$ cat config.mk
export PLATFORM = sky130hd
export DESIGN_NAME = overload_frame_flat
export DESIGN_NICKNAME = d
export VERILOG_FILES = /design/src/rtl/overload_frame_if.sv /design/src/rtl/overload_frame.sv /design/src/flat_wrapper.sv
export SDC_FILE = /design/constraint.sdc
export NUM_CORES = 1
export LEC_CHECK = 0
export CAP_MARGIN = 0
export CORE_ASPECT_RATIO = 1.5
export CORE_MARGIN = 2
export CORE_UTILIZATION = 28
export DETAILED_ROUTE_END_ITERATION = 10
export GPL_ROUTABILITY_DRIVEN = 0
export PLACE_DENSITY_LB_ADDON = 0.08
export SLEW_MARGIN = 20
export SYNTH_ARGS = -nofsm -noshare
export SYNTH_HDL_FRONTEND = slang
export SYNTH_SLANG_ARGS = --single-unit
$ cat constraint.sdc
create_clock -name samplePoint -period 2.1 [get_ports samplePoint]
set_clock_uncertainty 0.15 [all_clocks]
set_input_delay 0.42 -clock samplePoint [delete_from_list [all_inputs] [get_ports samplePoint]]
set_output_delay 0.42 -clock samplePoint [all_outputs]
set_load 0.005 [all_outputs]
$ cat src/rtl/overload_frame_if.sv
// Bus-side signals of the CAN overload frame generator.
// The interframe tracker / bus model drives the master side; the generator is the slave.
interface overload_frame_if;
  logic canRX;
  logic isOverload;
  logic isStart;
  logic canTX;
  logic endOverload;
  logic overloadActive;
  logic bitError;
  logic limitHit;

  modport master (
    output canRX, isOverload, isStart,
    input  canTX, endOverload, overloadActive, bitError, limitHit
  );

  modport slave (
    input  canRX, isOverload, isStart,
    output canTX, endOverload, overloadActive, bitError, limitHit
  );
endinterface

$ cat src/rtl/overload_frame.sv
// CAN overload frame generator: the flag, a wait for other nodes' flags to end, then the
// delimiter. It advances one step per bit on samplePoint and returns endOverload to the tracker.
module overload_frame #(
  parameter int FLAG_LEN      = 6,
  parameter int MAX_SUPERPOS  = 7,
  parameter int DELIM_LEN     = 8,
  parameter int MAX_OVERLOADS = 2,
  parameter int CNT_W         = 4
) (
  input  logic              samplePoint,
  input  logic              reset,
  overload_frame_if.slave   bus
);

  typedef enum logic [1:0] {
    IDLE     = 2'd0,
    FLAG     = 2'd1,
    WAIT_REC = 2'd2,
    DELIM    = 2'd3
  } state_t;

  state_t             state, stateNext;
  logic [CNT_W-1:0]   bitCnt, bitCntNext;
  logic [CNT_W-1:0]   ovlCnt, ovlCntNext, ovlBase;
  logic               canTXReg, canTXNext;
  logic               endReg, endNext;
  logic               activeReg, activeNext;
  logic               errReg, errNext;
  logic               limitReg, limitNext;

  assign bus.canTX          = canTXReg;
  assign bus.endOverload    = endReg;
  assign bus.overloadActive = activeReg;
  assign bus.bitError       = errReg;
  assign bus.limitHit       = limitReg;

  // State, counters and registered outputs; reset drops canTX to recessive at once.
  always_ff @(posedge samplePoint or posedge reset) begin
    if (reset) begin
      state     <= IDLE;
      bitCnt    <= {CNT_W{1'b0}};
      ovlCnt    <= {CNT_W{1'b0}};
      canTXReg  <= 1'b1;
      endReg    <= 1'b0;
      activeReg <= 1'b0;
      errReg    <= 1'b0;
      limitReg  <= 1'b0;
    end else begin
      state     <= stateNext;
      bitCnt    <= bitCntNext;
      ovlCnt    <= ovlCntNext;
      canTXReg  <= canTXNext;
      endReg    <= endNext;
      activeReg <= activeNext;
      errReg    <= errNext;
      limitReg  <= limitNext;
    end
  end

  // Next-state and next-output decode for one bit period.
  always_comb begin
    // isStart clears the budget before a same-edge request is judged against it
    ovlBase    = bus.isStart ? {CNT_W{1'b0}} : ovlCnt;
    stateNext  = state;
    bitCntNext = bitCnt;
    ovlCntNext = ovlBase;
    canTXNext  = canTXReg;
    activeNext = activeReg;
    endNext    = 1'b0;
    errNext    = 1'b0;
    limitNext  = 1'b0;

    case (state)
      IDLE: begin
        canTXNext  = 1'b1;
        activeNext = 1'b0;
        bitCntNext = {CNT_W{1'b0}};
        if (bus.isOverload) begin
          if (ovlBase < CNT_W'(MAX_OVERLOADS)) begin
            stateNext  = FLAG;
            canTXNext  = 1'b0;
            activeNext = 1'b1;
            ovlCntNext = ovlBase + CNT_W'(1);
          end else begin
            limitNext = 1'b1;
          end
        end else begin
          stateNext = IDLE;
        end
      end

      FLAG: begin
        if (bus.canRX) begin
          errNext    = 1'b1;
          stateNext  = IDLE;
          canTXNext  = 1'b1;
          activeNext = 1'b0;
          bitCntNext = {CNT_W{1'b0}};
        end else if (bitCnt == CNT_W'(FLAG_LEN - 1)) begin
          stateNext  = WAIT_REC;
          canTXNext  = 1'b1;
          bitCntNext = {CNT_W{1'b0}};
        end else begin
          bitCntNext = bitCnt + CNT_W'(1);
        end
      end

      WAIT_REC: begin
        if (!bus.canRX) begin
          // Other nodes may still be flagging; too long a dominant run is an error
          if (bitCnt == CNT_W'(MAX_SUPERPOS)) begin
            errNext    = 1'b1;
            stateNext  = IDLE;
            activeNext = 1'b0;
            bitCntNext = {CNT_W{1'b0}};
          end else begin
            bitCntNext = bitCnt + CNT_W'(1);
          end
        end else begin
          stateNext  = DELIM;
          bitCntNext = CNT_W'(1);
        end
      end

      DELIM: begin
        if (!bus.canRX) begin
          errNext    = 1'b1;
          stateNext  = IDLE;
          activeNext = 1'b0;
          bitCntNext = {CNT_W{1'b0}};
        end else if (bitCnt == CNT_W'(DELIM_LEN - 1)) begin
          endNext    = 1'b1;
          stateNext  = IDLE;
          activeNext = 1'b0;
          bitCntNext = {CNT_W{1'b0}};
        end else begin
          bitCntNext = bitCnt + CNT_W'(1);
        end
      end

      default: begin
        stateNext  = IDLE;
        canTXNext  = 1'b1;
        activeNext = 1'b0;
        bitCntNext = {CNT_W{1'b0}};
      end
    endcase
  end

endmodule

$ cat src/flat_wrapper.sv
// flat-port wrapper written by rule: the top's interface ports become plain ports
module overload_frame_flat 
#(
  parameter int FLAG_LEN      = 6,
  parameter int MAX_SUPERPOS  = 7,
  parameter int DELIM_LEN     = 8,
  parameter int MAX_OVERLOADS = 2,
  parameter int CNT_W         = 4
)
  (samplePoint, reset, bus_canRX, bus_isOverload, bus_isStart, bus_canTX, bus_endOverload, bus_overloadActive, bus_bitError, bus_limitHit);
  overload_frame_if bus_i ();
  input  logic samplePoint;
  input  logic reset;
  input wire logic [$bits(bus_i.canRX)-1:0] bus_canRX;
  input wire logic [$bits(bus_i.isOverload)-1:0] bus_isOverload;
  input wire logic [$bits(bus_i.isStart)-1:0] bus_isStart;
  output wire logic [$bits(bus_i.canTX)-1:0] bus_canTX;
  output wire logic [$bits(bus_i.endOverload)-1:0] bus_endOverload;
  output wire logic [$bits(bus_i.overloadActive)-1:0] bus_overloadActive;
  output wire logic [$bits(bus_i.bitError)-1:0] bus_bitError;
  output wire logic [$bits(bus_i.limitHit)-1:0] bus_limitHit;
  assign bus_i.canRX = bus_canRX;
  assign bus_i.isOverload = bus_isOverload;
  assign bus_i.isStart = bus_isStart;
  assign bus_canTX = bus_i.canTX;
  assign bus_endOverload = bus_i.endOverload;
  assign bus_overloadActive = bus_i.overloadActive;
  assign bus_bitError = bus_i.bitError;
  assign bus_limitHit = bus_i.limitHit;
  overload_frame #(.FLAG_LEN(FLAG_LEN), .MAX_SUPERPOS(MAX_SUPERPOS), .DELIM_LEN(DELIM_LEN), .MAX_OVERLOADS(MAX_OVERLOADS), .CNT_W(CNT_W)) u_core (.samplePoint(samplePoint), .reset(reset), .bus(bus_i));
endmodule
==> impl_results.md, run 1 <==
- Unique masters post-synth: 30
- M2 GR Usage: 17.5%
- Clk buf depth: 2
- Storage cell area: 377 um2
- Routed wire length: 1.34 mm
- Initial antenna violation count: 0
- Seq cells post-synth: 15
- ANT nets after route: 0
- Layout cells sized above 1: 8.86%
- Busiest layer in global routing: met2
- Layout Area Growth over Synthesis: 17.0%
- Ys Warns: 0
- Synth area leaders: dfrtp_1 47%, dfstp_2 3.5%, inv_1 3.5%, ha_1 3.4%, nand3_1 3.4%
- CTS root buffer: clkbuf_4
- Cell area after layout: 868 um2
- Worst Tran Pin Value: 0.572 ns
- Leak pwr: 0.364 nW
- Die ar.: 3090 um2
- GRT overflow: 0
- Critical path required time: 1.53 ns
- Fillers: 256
- Setup TNS: 0 ns
- Global-route wire length before repair: 2.32 mm
- # Max-Cap Violations: 0
- Sequential fraction of the synthesis area: 50.8%
- DRC: 0
- Worst-Skew Late Latency: 0.27 ns
- Placed Instance Area: 842 um2
- Vias per cell: 5.11
- Die extent in x: 46.0 um
- Final-report setup violation count: 0
- Cts repair resizes: 0
- CTS tree: done
- Fin. max-slew vios: 0
- Hold Vio Cnt, Final: 0
- Worst Hold Class: input port to asynchronous set/reset pin
- Synth area leader: dfrtp_1
- Clk slew on worst S/H paths: 0.09 ns
- CP Max Fanout: 2
- Site row count: 22
- Starting density of the core: 29.9%
- Post-Syn Area: 742 um2
- Vias in the first global route: 532
- Part of the cycle the worst path needs: 89.0%
- Crit path kind: flip-flop to output port
- Port bufs: 9
- Largest delay contributor family on the critical path: flip-flops
- RSZ-0062 raised after global routing: false
- Die height: 67.0 um
- CP Cell Sequence: clkdlybuf4s50_1
- H-tree levels: 1
- Routed len/inst: 13.0 um
- Fin nets: 87
- Met3 Track Usage GR: 2.44%
- Worst hold slack: 0.344 ns
- Vias: 526
- N_diodes: 0
- Syn Area/Cell: 10.8 um2
- WP buf/inv: 1
- Sink Count: 15
- 1st-iter DRT viols: 4
- HPWL after DPL: 993 um
- Worst Path Arrival: 1.30 ns
- Total CTS buffers: 3
- Rel. slew slack: 61.8%
- Post-CTS Setup Repair Bufs: 0
- Core box area: 2480 um2
- Number of I/O pins: 10
- Largest net degree at the start of global routing: 16
- # hold bufs at CTS: 0
- Total track usage: 10.7%
- CP max stage delay: 0.54 ns
- DRT Pass-1 Iters: 4
- CP Launch Type: flip-flop
- CP max-delay cell: dfstp_2
- VDD IR max: 0.000215 V
- Area taken by multi-input logic gates: 319 um2
- Gate Count Post-Synth: 69
- Pwr per Cell Area: 701 nW/um2
- Top cell type's share of synthesized area: 47.2%
- Met1 usage: 12.0%
- Peak Freq: 535 MHz
- Endpoint class of the critical path: output port
- Fin crit period: 1.87 ns
- Syn Nets: 76
- Outcome: complete, no violations
## synth_stat cells, drive strengths merged
library cell	number
nor3b	1
a21oi	3
nand4bb	1
ha	2
nand3	5
dfstp	1
nor2b	2
buf	2
o2111ai	2
inv	7
clkbuf	1
nor3	2
or3b	1
and3b	1
a32oi	1
o21bai	1
o21a	1
nand2	4
nor2	3
nand3b	2
o211ai	2
dfrtp	14
o31ai	2
xor2	2
o22ai	1
nand2b	1
or2b	1
xnor2	2
a22o	1
## path summary, 6_finish.rpt
check	slack (ns)	end	start	cells past startpoint
setup / recovery	0.23	bus_canTX	u_core.bus.canTX$_DFFE_PP1P_	1
hold / removal	0.34	u_core.state[0]$_DFFE_PP0P_	reset	2
setup reg to reg	0.47	u_core.ovlCnt[0]$_DFF_PP0_	u_core.state[1]$_DFFE_PP0P_	3
hold reg to reg	0.37	u_core.ovlCnt[2]$_DFF_PP0_	u_core.ovlCnt[2]$_DFF_PP0_	1
max in group asynchronous	1.08	u_core.bitCnt[3]$_DFF_PP0_	reset	2
min in group samplePoint	0.37	u_core.ovlCnt[2]$_DFF_PP0_	u_core.ovlCnt[2]$_DFF_PP0_	1
## layout make-up
| type | count | share of cell area [%] |
|---|---|---|
| Clock buffer | 4 | 3.03 |
| Inverter | 7 | 3.03 |
| Multi-Input combinational cell | 44 | 36.7 |
| Sequential cell | 15 | 43.4 |
| Tap cell | 24 | 3.46 |
| Timing Repair Buffer | 9 | 10.4 |
## flip-flops by register name, indices dropped and copies added (netlist names)
signal / count
u_core.bus.canTX: 1
u_core.bus.overloadActive: 1
u_core.bus.limitHit: 1
u_core.bus.bitError: 1
u_core.bitCnt: 4
u_core.bus.endOverload: 1
u_core.state: 2
u_core.ovlCnt: 4
## metrics by stage
step	worst slack (ns)	power, mW	cells	utilization [%]
floorplan	0.635	0.416	69	-
global placement	0.192	0.455	99	34.0
detailed placement	0.183	0.454	99	34.0
CTS	0.218	0.620	103	35.1
global route	0.184	0.653	103	35.1
finish	0.231	0.609	103	35.1
## kinds of logic (layout without fill, tap and decap cells)
group / after synthesis / count (layout) / share of synthesized area [%]
AOI/OAI and AO/OA: 14 / 14 / 15.2
DFF: 15 / 15 / 50.8
and+or+nand+nor: 24 / 24 / 19.7
xor gates and xnor gates: 4 / 4 / 4.72
buffers and inverters: 10 / 20 / 6.24
adders and majority gates: 2 / 2 / 3.37
## cell usage in the layout (no fill, tap or decap), drive strengths merged, types with 3 or more instances in the layout
master	netlist	final
dfrtp	14	14
clkdlybuf4s50	0	9
inv	7	7
nand3	5	5
nand2	4	4
clkbuf	1	4
nor2	3	3
a21oi	3	3
## power by group
group,switching [mW],internal (mW)
clock network,0.0900,0.0735
logic,0.0511,0.0576
registers,0.0203,0.316
total,0.161,0.447
## routing by layer
layer	routed length, um	share of wire [%]	vias to the layer above
met5	0	0	-
met4	22	1.6	0
met3	35	2.6	2
met2	715	54	6
met1	561	42	258
li1	-	-	260
(Power assumes the default switching activity.)
==> inputs of run 2 (changes only) <==
CAP_MARGIN = 10   (was 0)
==> results of run 2 <==
Final layout, timing and power as in run 1 (identical DEF).
==> inputs of run 3 (changes only) <==
CAP_MARGIN = 40   (was 10)
==> results of run 3 <==
Final layout, timing and power as in run 1 (identical DEF).
